**config.mk**
```make
export PLATFORM = sky130hd
export DESIGN_NAME = matrix_loader
export DESIGN_NICKNAME = d
export VERILOG_FILES = /design/src/rtl/matrix_loader.sv
export SDC_FILE = /design/constraint.sdc
export NUM_CORES = 1
export LEC_CHECK = 0
export ABC_AREA = 1
export CORE_MARGIN = 1
export CORE_UTILIZATION = 47
export CTS_BUF_LIST = sky130_fd_sc_hd__clkbuf_16
export DETAILED_ROUTE_END_ITERATION = 8
export PLACE_DENSITY = 0.84
export SLEW_MARGIN = 20
export SYNTH_ARGS = -nofsm -noshare
export SYNTH_HDL_FRONTEND = slang
export SYNTH_SLANG_ARGS = --single-unit
```
**constraint.sdc**
```tcl
create_clock -name clk -period 2.1 [get_ports clk]
set_clock_uncertainty 0.05 [all_clocks]
set_input_delay 0.42 -clock clk [delete_from_list [all_inputs] [get_ports clk]]
set_output_delay 0.42 -clock clk [all_outputs]
set_load 0.02 [all_outputs]
```
**src/rtl/matrix_loader.sv**
```systemverilog
// matrix_loader: packs a stream of signed elements row-major into a flat
// 5x5 matrix bus, zeroing unused slots, with a valid/ack hold at the end.
module matrix_loader #(
    parameter int ELEM_W = 8,
    parameter int N_MAX  = 25
) (
    input  logic                      clk,
    input  logic                      rst,
    input  logic                      start,
    input  logic [1:0]                size_in,
    input  logic [ELEM_W-1:0]         data_in,
    input  logic                      data_valid,
    output logic                      data_ready,
    output logic [N_MAX*ELEM_W-1:0]   matrix_A,
    output logic [1:0]                matrix_size,
    output logic                      matrix_valid,
    input  logic                      ack,
    output logic                      busy,
    output logic [$clog2(N_MAX+1)-1:0] elem_count
);

    localparam int CNT_W = $clog2(N_MAX + 1);

    typedef enum logic [1:0] {
        S_IDLE = 2'd0,
        S_LOAD = 2'd1,
        S_DONE = 2'd2
    } state_t;

    state_t             state_reg;
    state_t             state_next;
    logic [1:0]         size_reg;
    logic [CNT_W-1:0]   count_reg;
    logic [CNT_W-1:0]   last_idx;
    logic               load_start;
    logic               xfer;
    logic               last_xfer;

    // Index of the final element for the latched size code (N-1).
    always_comb begin
        last_idx = CNT_W'(24);
        case (size_reg)
            2'b00:   last_idx = CNT_W'(3);
            2'b01:   last_idx = CNT_W'(8);
            2'b10:   last_idx = CNT_W'(15);
            default: last_idx = CNT_W'(24);
        endcase
    end

    // start only matters in IDLE; elements only move while loading.
    assign load_start = (state_reg == S_IDLE) && start;
    assign xfer       = (state_reg == S_LOAD) && data_valid;
    assign last_xfer  = xfer && (count_reg == last_idx);

    // State register.
    always_ff @(posedge clk) begin
        if (rst) begin
            state_reg <= S_IDLE;
        end else begin
            state_reg <= state_next;
        end
    end

    // Next-state logic; ack wins over a simultaneous start in DONE.
    always_comb begin
        state_next = state_reg;
        case (state_reg)
            S_IDLE:  if (start)     state_next = S_LOAD;
            S_LOAD:  if (last_xfer) state_next = S_DONE;
            S_DONE:  if (ack)       state_next = S_IDLE;
            default: state_next = S_IDLE;
        endcase
    end

    // Handshake outputs decoded from state only, so no input-to-output path.
    always_comb begin
        data_ready   = (state_reg == S_LOAD);
        matrix_valid = (state_reg == S_DONE);
        busy         = (state_reg != S_IDLE);
    end

    // Size code and element counter: set up on start, counted per transfer.
    always_ff @(posedge clk) begin
        if (rst) begin
            size_reg  <= 2'b00;
            count_reg <= '0;
        end else if (load_start) begin
            size_reg  <= size_in;
            count_reg <= '0;
        end else if (xfer) begin
            count_reg <= count_reg + CNT_W'(1);
        end
    end

    // One register per slot: cleared on start, written when its index comes up.
    genvar gi;
    generate
        for (gi = 0; gi < N_MAX; gi++) begin : g_slot
            logic [ELEM_W-1:0] slot_reg;

            // Slot gi captures data_in verbatim on the transfer that targets it.
            always_ff @(posedge clk) begin
                if (rst) begin
                    slot_reg <= '0;
                end else if (load_start) begin
                    slot_reg <= '0;
                end else if (xfer && (count_reg == CNT_W'(gi))) begin
                    slot_reg <= data_in;
                end
            end

            assign matrix_A[gi*ELEM_W +: ELEM_W] = slot_reg;
        end
    endgenerate

    assign matrix_size = size_reg;
    assign elem_count  = count_reg;

endmodule

```
* Word level (Yosys, flattened, before mapping)
Index checks and enable logic that the tools add are counted.
** Word-level totals
- Flip-flop bits (word level) :: 209
- Logic and storage cells :: 100
** Operators by class
- Add/sub/neg operators :: 1
- Equality and inequality tests :: 32
- Mux-type cells :: 5
- Reductions and logical operators :: 34
** Operator list (number)
- equality test 5 bit, second input constant :: 9
- equality test 5 x 4 -> 1 bit, second input constant :: 8
- logical AND 1 bit :: 28
- equality test 5 x 3 -> 1 bit, second input constant :: 4
- one-hot mux 5 bit (3 select lines) :: 1
- equality test 5 x 2 -> 1 bit, second input constant :: 2
- two-way mux 2 bit :: 3
- one-hot mux 2 bit (3 select lines) :: 1
- adder 5 x 1 -> 5 bit, second input constant :: 1
- equality test 5 x 1 -> 1 bit, second input constant :: 1
- equality test 5 bit :: 1
- logical NOT 5 bit :: 1
- equality test 2 x 1 -> 1 bit, second input constant :: 2
- equality test 2 bit, second input constant :: 2
- logical NOT 2 bit :: 2
- != test 2 x 1 -> 1 bit, second input constant :: 2
- AND reduction 3 bit :: 1
- != test 2 bit, second input constant :: 1
- nonzero test 2 bit :: 1
- OR reduction 2 bit :: 1

* Logic depth before layout (Yosys ltp)
- Depth in word-level cells :: 6
- Mapped depth :: 10
- Depth with buffers taken out :: 8

* Worst setup path after synthesis
No wires, ideal clock.
- Path kind :: reg2reg
- Start point :: register count_reg[3], in the netlist elem_count[3]
- End point :: register g_slot[15].slot_reg[0]
- Arrival time :: 1764 ps
- Slack :: 154 ps
- Cell stages (with the launch flop) :: 9
- Path buffers :: 2
- Clock period less this slack :: 1946 ps
- Path through :: dfxtp_1 > nand2_1 > clkbuf_1 > nor2_1 > ha_1 > clkbuf_1 > nand2_1 > nand2_1 > a21oi_1
** Between the ends
- Cells in the longest elaborated chain, start to end :: 2
** RTL lines
- from (decl) :: RTL line 33 : logic [CNT_W-1:0] count_reg;
- from (signal assigned) :: RTL line 91 : count_reg <= count_reg + CNT_W'(1);
- equality test 5 x 4 -> 1 bit :: RTL line 107 : end else if (xfer && (count_reg == CNT_W'(gi))) begin
- logical AND 1 bit :: RTL line 107
- to (signal assigned) :: RTL line 108 : slot_reg <= data_in;
- to (decl) :: RTL line 99 : logic [ELEM_W-1:0] slot_reg;
Every way passes these cells.
A chain may end at the register's enable or synchronous reset.

* Worst setup path after layout
- Start point :: register count_reg[4], in the netlist elem_count[4]
- End point :: output port elem_count[4]
** RTL lines
- to (decl) :: RTL line 19 : output logic [$clog2(N_MAX+1)-1:0] elem_count
No word-level cell between the ends.

==> summary.txt <==
Cells and area
  • N_diodes: 0
  • Final Non-Filler Cells: 1448
  • Area Growth Syn to Fin: 41.9%
  • Layout fillers: 1311
  • Multi-input logic area: 0.00313 mm²
  • Number of flip-flops in the largest register: 200
  • Finished Core Util: 68.4%
  • Layout Nets: 1239
  • Share of layout cells above drive strength 1: 7.39%
  • FF+latch area: 0.00419 mm²
  • Post-Layout Inst Area: 0.0109 mm²

Synthesis
  • Synth Area in Simple Gates: 25.5%
  • Main synth FF type: dfxtp_1
  • FF+latch count, synth: 209
  • Synthesized area per cell: 7.72 µm²
  • Top-count cell post-synth: nor2_1
  • Xor and xnor area share after synthesis: 0%
  • Synth Instances: 992
  • Mapped Nets: 1012
  • Yosys top cell area share: 54.6%
  • Synth area leader: dfxtp_1
  • Post-synthesis cell type count: 20
  • Post-Synth Adder-Cell Area: 0.817%
  • Post-synthesis mux area share: 0%
  • Largest family of logic cells by synthesized area: simple AND/OR/NAND/NOR gates
  • Seq/Total Area, Yosys: 54.6%
  • Syn. warnings: 0
  • Ranking of synthesized cells by area: dfxtp_1 55%, nor2_1 18%, o21ai_0 12%
  • Mapped Area: 0.00766 mm²
  • Compound-Gate Fraction of Synth Area: 14.5%
  • Post-synth EDFFs: 0
  • Commonest cells post-synth: 360 x nor2_1, 209 x dfxtp_1, 188 x o21ai_0
  • Async SR Flop Fraction: 0%

Critical path
  • Data arrival, critical path: 1.56 ns
  • Worst R2R Path Depth: 8
  • Worst path top cell family by delay: buffers and inverters
  • Max stage delay cell, worst path: clkdlybuf4s50_1
  • Critical Path End Type: output port
  • WP buf/inv: 1
  • Cell Chain, Critical Path: clkdlybuf4s50_1
  • Worst endpoint required time: 1.63 ns
  • WP depth: 1
  • Setup crit start kind: flip-flop
  • Largest fanout on the critical path: 5
  • Crit path largest cell delay: 0.65 ns
  • WS Path Type: flip-flop to output port

Floorplan
  • Starting Density: 48.2%
  • Rows: 46
  • Num ports: 225
  • Core ar.: 0.0159 mm²
  • Die ar.: 0.0168 mm²
  • Die X-Extent: 130 µm
  • Die height: 130 µm

Clock network
  • CTS tree: yes
  • Cts hold-fix bufs: 0
  • Longest Clk Path Bufs: 3
  • Clock-pin slew on the worst setup and hold paths: 0.06 ns
  • Root Driver: clkbuf_16
  • TritonCTS Buffers: 21
  • H-Tree Depth: 1
  • Worst-skew pair later-pin latency: 0.48 ns
  • Num Clock Sinks: 209

GRT
  • Largest net degree at the start of global routing: 109
  • First-pass GRT wire length: 35200 µm
  • Initial antenna violation count: 0
  • Total gr overflow: 0
  • Total track usage: 26.6%
  • Number of global-route vias before repair: 6730

Placed design
  • Final Wtd Congestion: 0.839
  • Dpl cells: 1412
  • Final HPWL DP: 14900 µm
  • I/O Buffers: 224
  • Dpl cell area: 0.0103 mm²

Run
  • Number of max-cap violations: 0

Outcome
  • Outcome: completed

STA
  • Rel. slew slack: 73.4%
  • F_max: 492 MHz
  • Min Tclk post-route: 2.03 ns
  • Unrepaired setup endpoints after global routing: false
  • Final Setup Violations: 0
  • Final Max Tran Viols: 0
  • Fin. Hold Viols: 0
  • Post-route clock period utilization: 96.8%
  • Worst slew pin tran: 0.399 ns

Detailed routing
  • Detailed Routing Iterations Pass 1: 4
  • DRT iter0 DRCs: 515
  • Wirelength per Cell: 15.8 µm
  • Drt drc: 0
  • Via count: 7396
  • Post-detailed-route count of antenna-violating nets: 0
  • Post-Route WL: 22900 µm
  • Via-to-Cell Ratio: 5.11

Pwr
  • PwrDens: 723 mW/mm²
  • Leakage Power: 4.00 nW
  • Maximum VDD drop: 0.000579 V
  • Total power: 7.86 mW

Min path
  • Hold path cells: 2
  • Hold crit path type: flip-flop to flip-flop
## through the flow
step	hold slack, ns	setup WS [ns]	TNS (ns)
finish	0.411	0.0668	0
global route	0.440	0.0135	0
CTS	0.414	0.00241	0
detailed placement	0.406	-0.0780	-1.48
global placement	0.399	-0.00445	-0.0182
floorplan	0.439	0.154	0
## final cells by class
| cell class | count | share of cell area, % |
|---|---|---|
| Multi-Input combinational cell | 696 | 28.8 |
| Clock buffer | 21 | 4.84 |
| Inverter | 37 | 1.30 |
| Clock inverter | 15 | 0.760 |
| Sequential cell | 209 | 38.5 |
| Timing Repair Buffer | 254 | 23.3 |
| Tap cell | 216 | 2.49 |
## cell usage in the layout (no fill, tap or decap)
master and instances:
a21oi_1 23, buf_12 5, buf_4 25, bufinv_16 1
clkbuf_16 21, clkdlybuf4s50_1 217, clkinv_1 7, dfxtp_1 208
dfxtp_2 1, dlygate4sd2_1 4, dlymetal6s2s_1 3, ha_1 5
inv_1 30, inv_2 13, inv_4 1, nand2_1 39
nand2_2 3, nand2_4 1, nand3_1 13, nand3_2 9
nand3_4 1, nor2_1 359, nor2_2 5, nor2_4 5
nor3_1 34, o21ai_0 188, o21ai_1 11
## per-layer routing
metal / part of all wire [%] / global-route usage (%) / vias up
met5: 0 / 0 / -
met1: 43 / 34.7 / 3378
li1: - / - / 3665
met4: 2.3 / 8.76 / 0
met2: 49 / 45.4 / 304
met3: 6.5 / 3.80 / 49
## worst register-to-register path, cell delays in order (launching register included)
cell and delay, ns:
dfxtp_1 0.47, inv_1 0.15, ha_1 0.25, inv_1 0.11
nor2_1 0.08, nand2_1 0.30, inv_2 0.15, nor2_1 0.13
nor2_1 0.06
## where the power goes
group | switching [mW] | internal [mW] | total (mW)
Sequential | 0.0171 | 3.98 | 4.00
Clock | 1.46 | 1.92 | 3.38
Combinational | 0.318 | 0.164 | 0.482
## cells by family (layout without fill, tap and decap cells)
family / Yosys count / in the layout
flops: 209 / 209
compound gates: 222 / 222
fa+ha+maj: 5 / 5
simple gates: 469 / 469
buf+inv: 87 / 327
## final timing paths
| kind | start | to | slack (ns) |
|---|---|---|---|
| worst max register to register | elem_count[0] | g_slot[24].slot_reg[7] | 0.24 |
| worst min register to register | g_slot[15].slot_reg[7] | g_slot[15].slot_reg[7] | 0.41 |
| worst min-delay path | g_slot[15].slot_reg[7] | g_slot[15].slot_reg[7] | 0.41 |
| worst max-delay path | elem_count[4] | elem_count[4] | 0.07 |
## what timing repair did
action / 4_1_cts / 5_1_grt
gates resized for setup: 5 / 3
buffers inserted: 0 / 0
setup endpoints to repair: 5 / 3
Note: power is estimated with default switching activity, not from simulation.
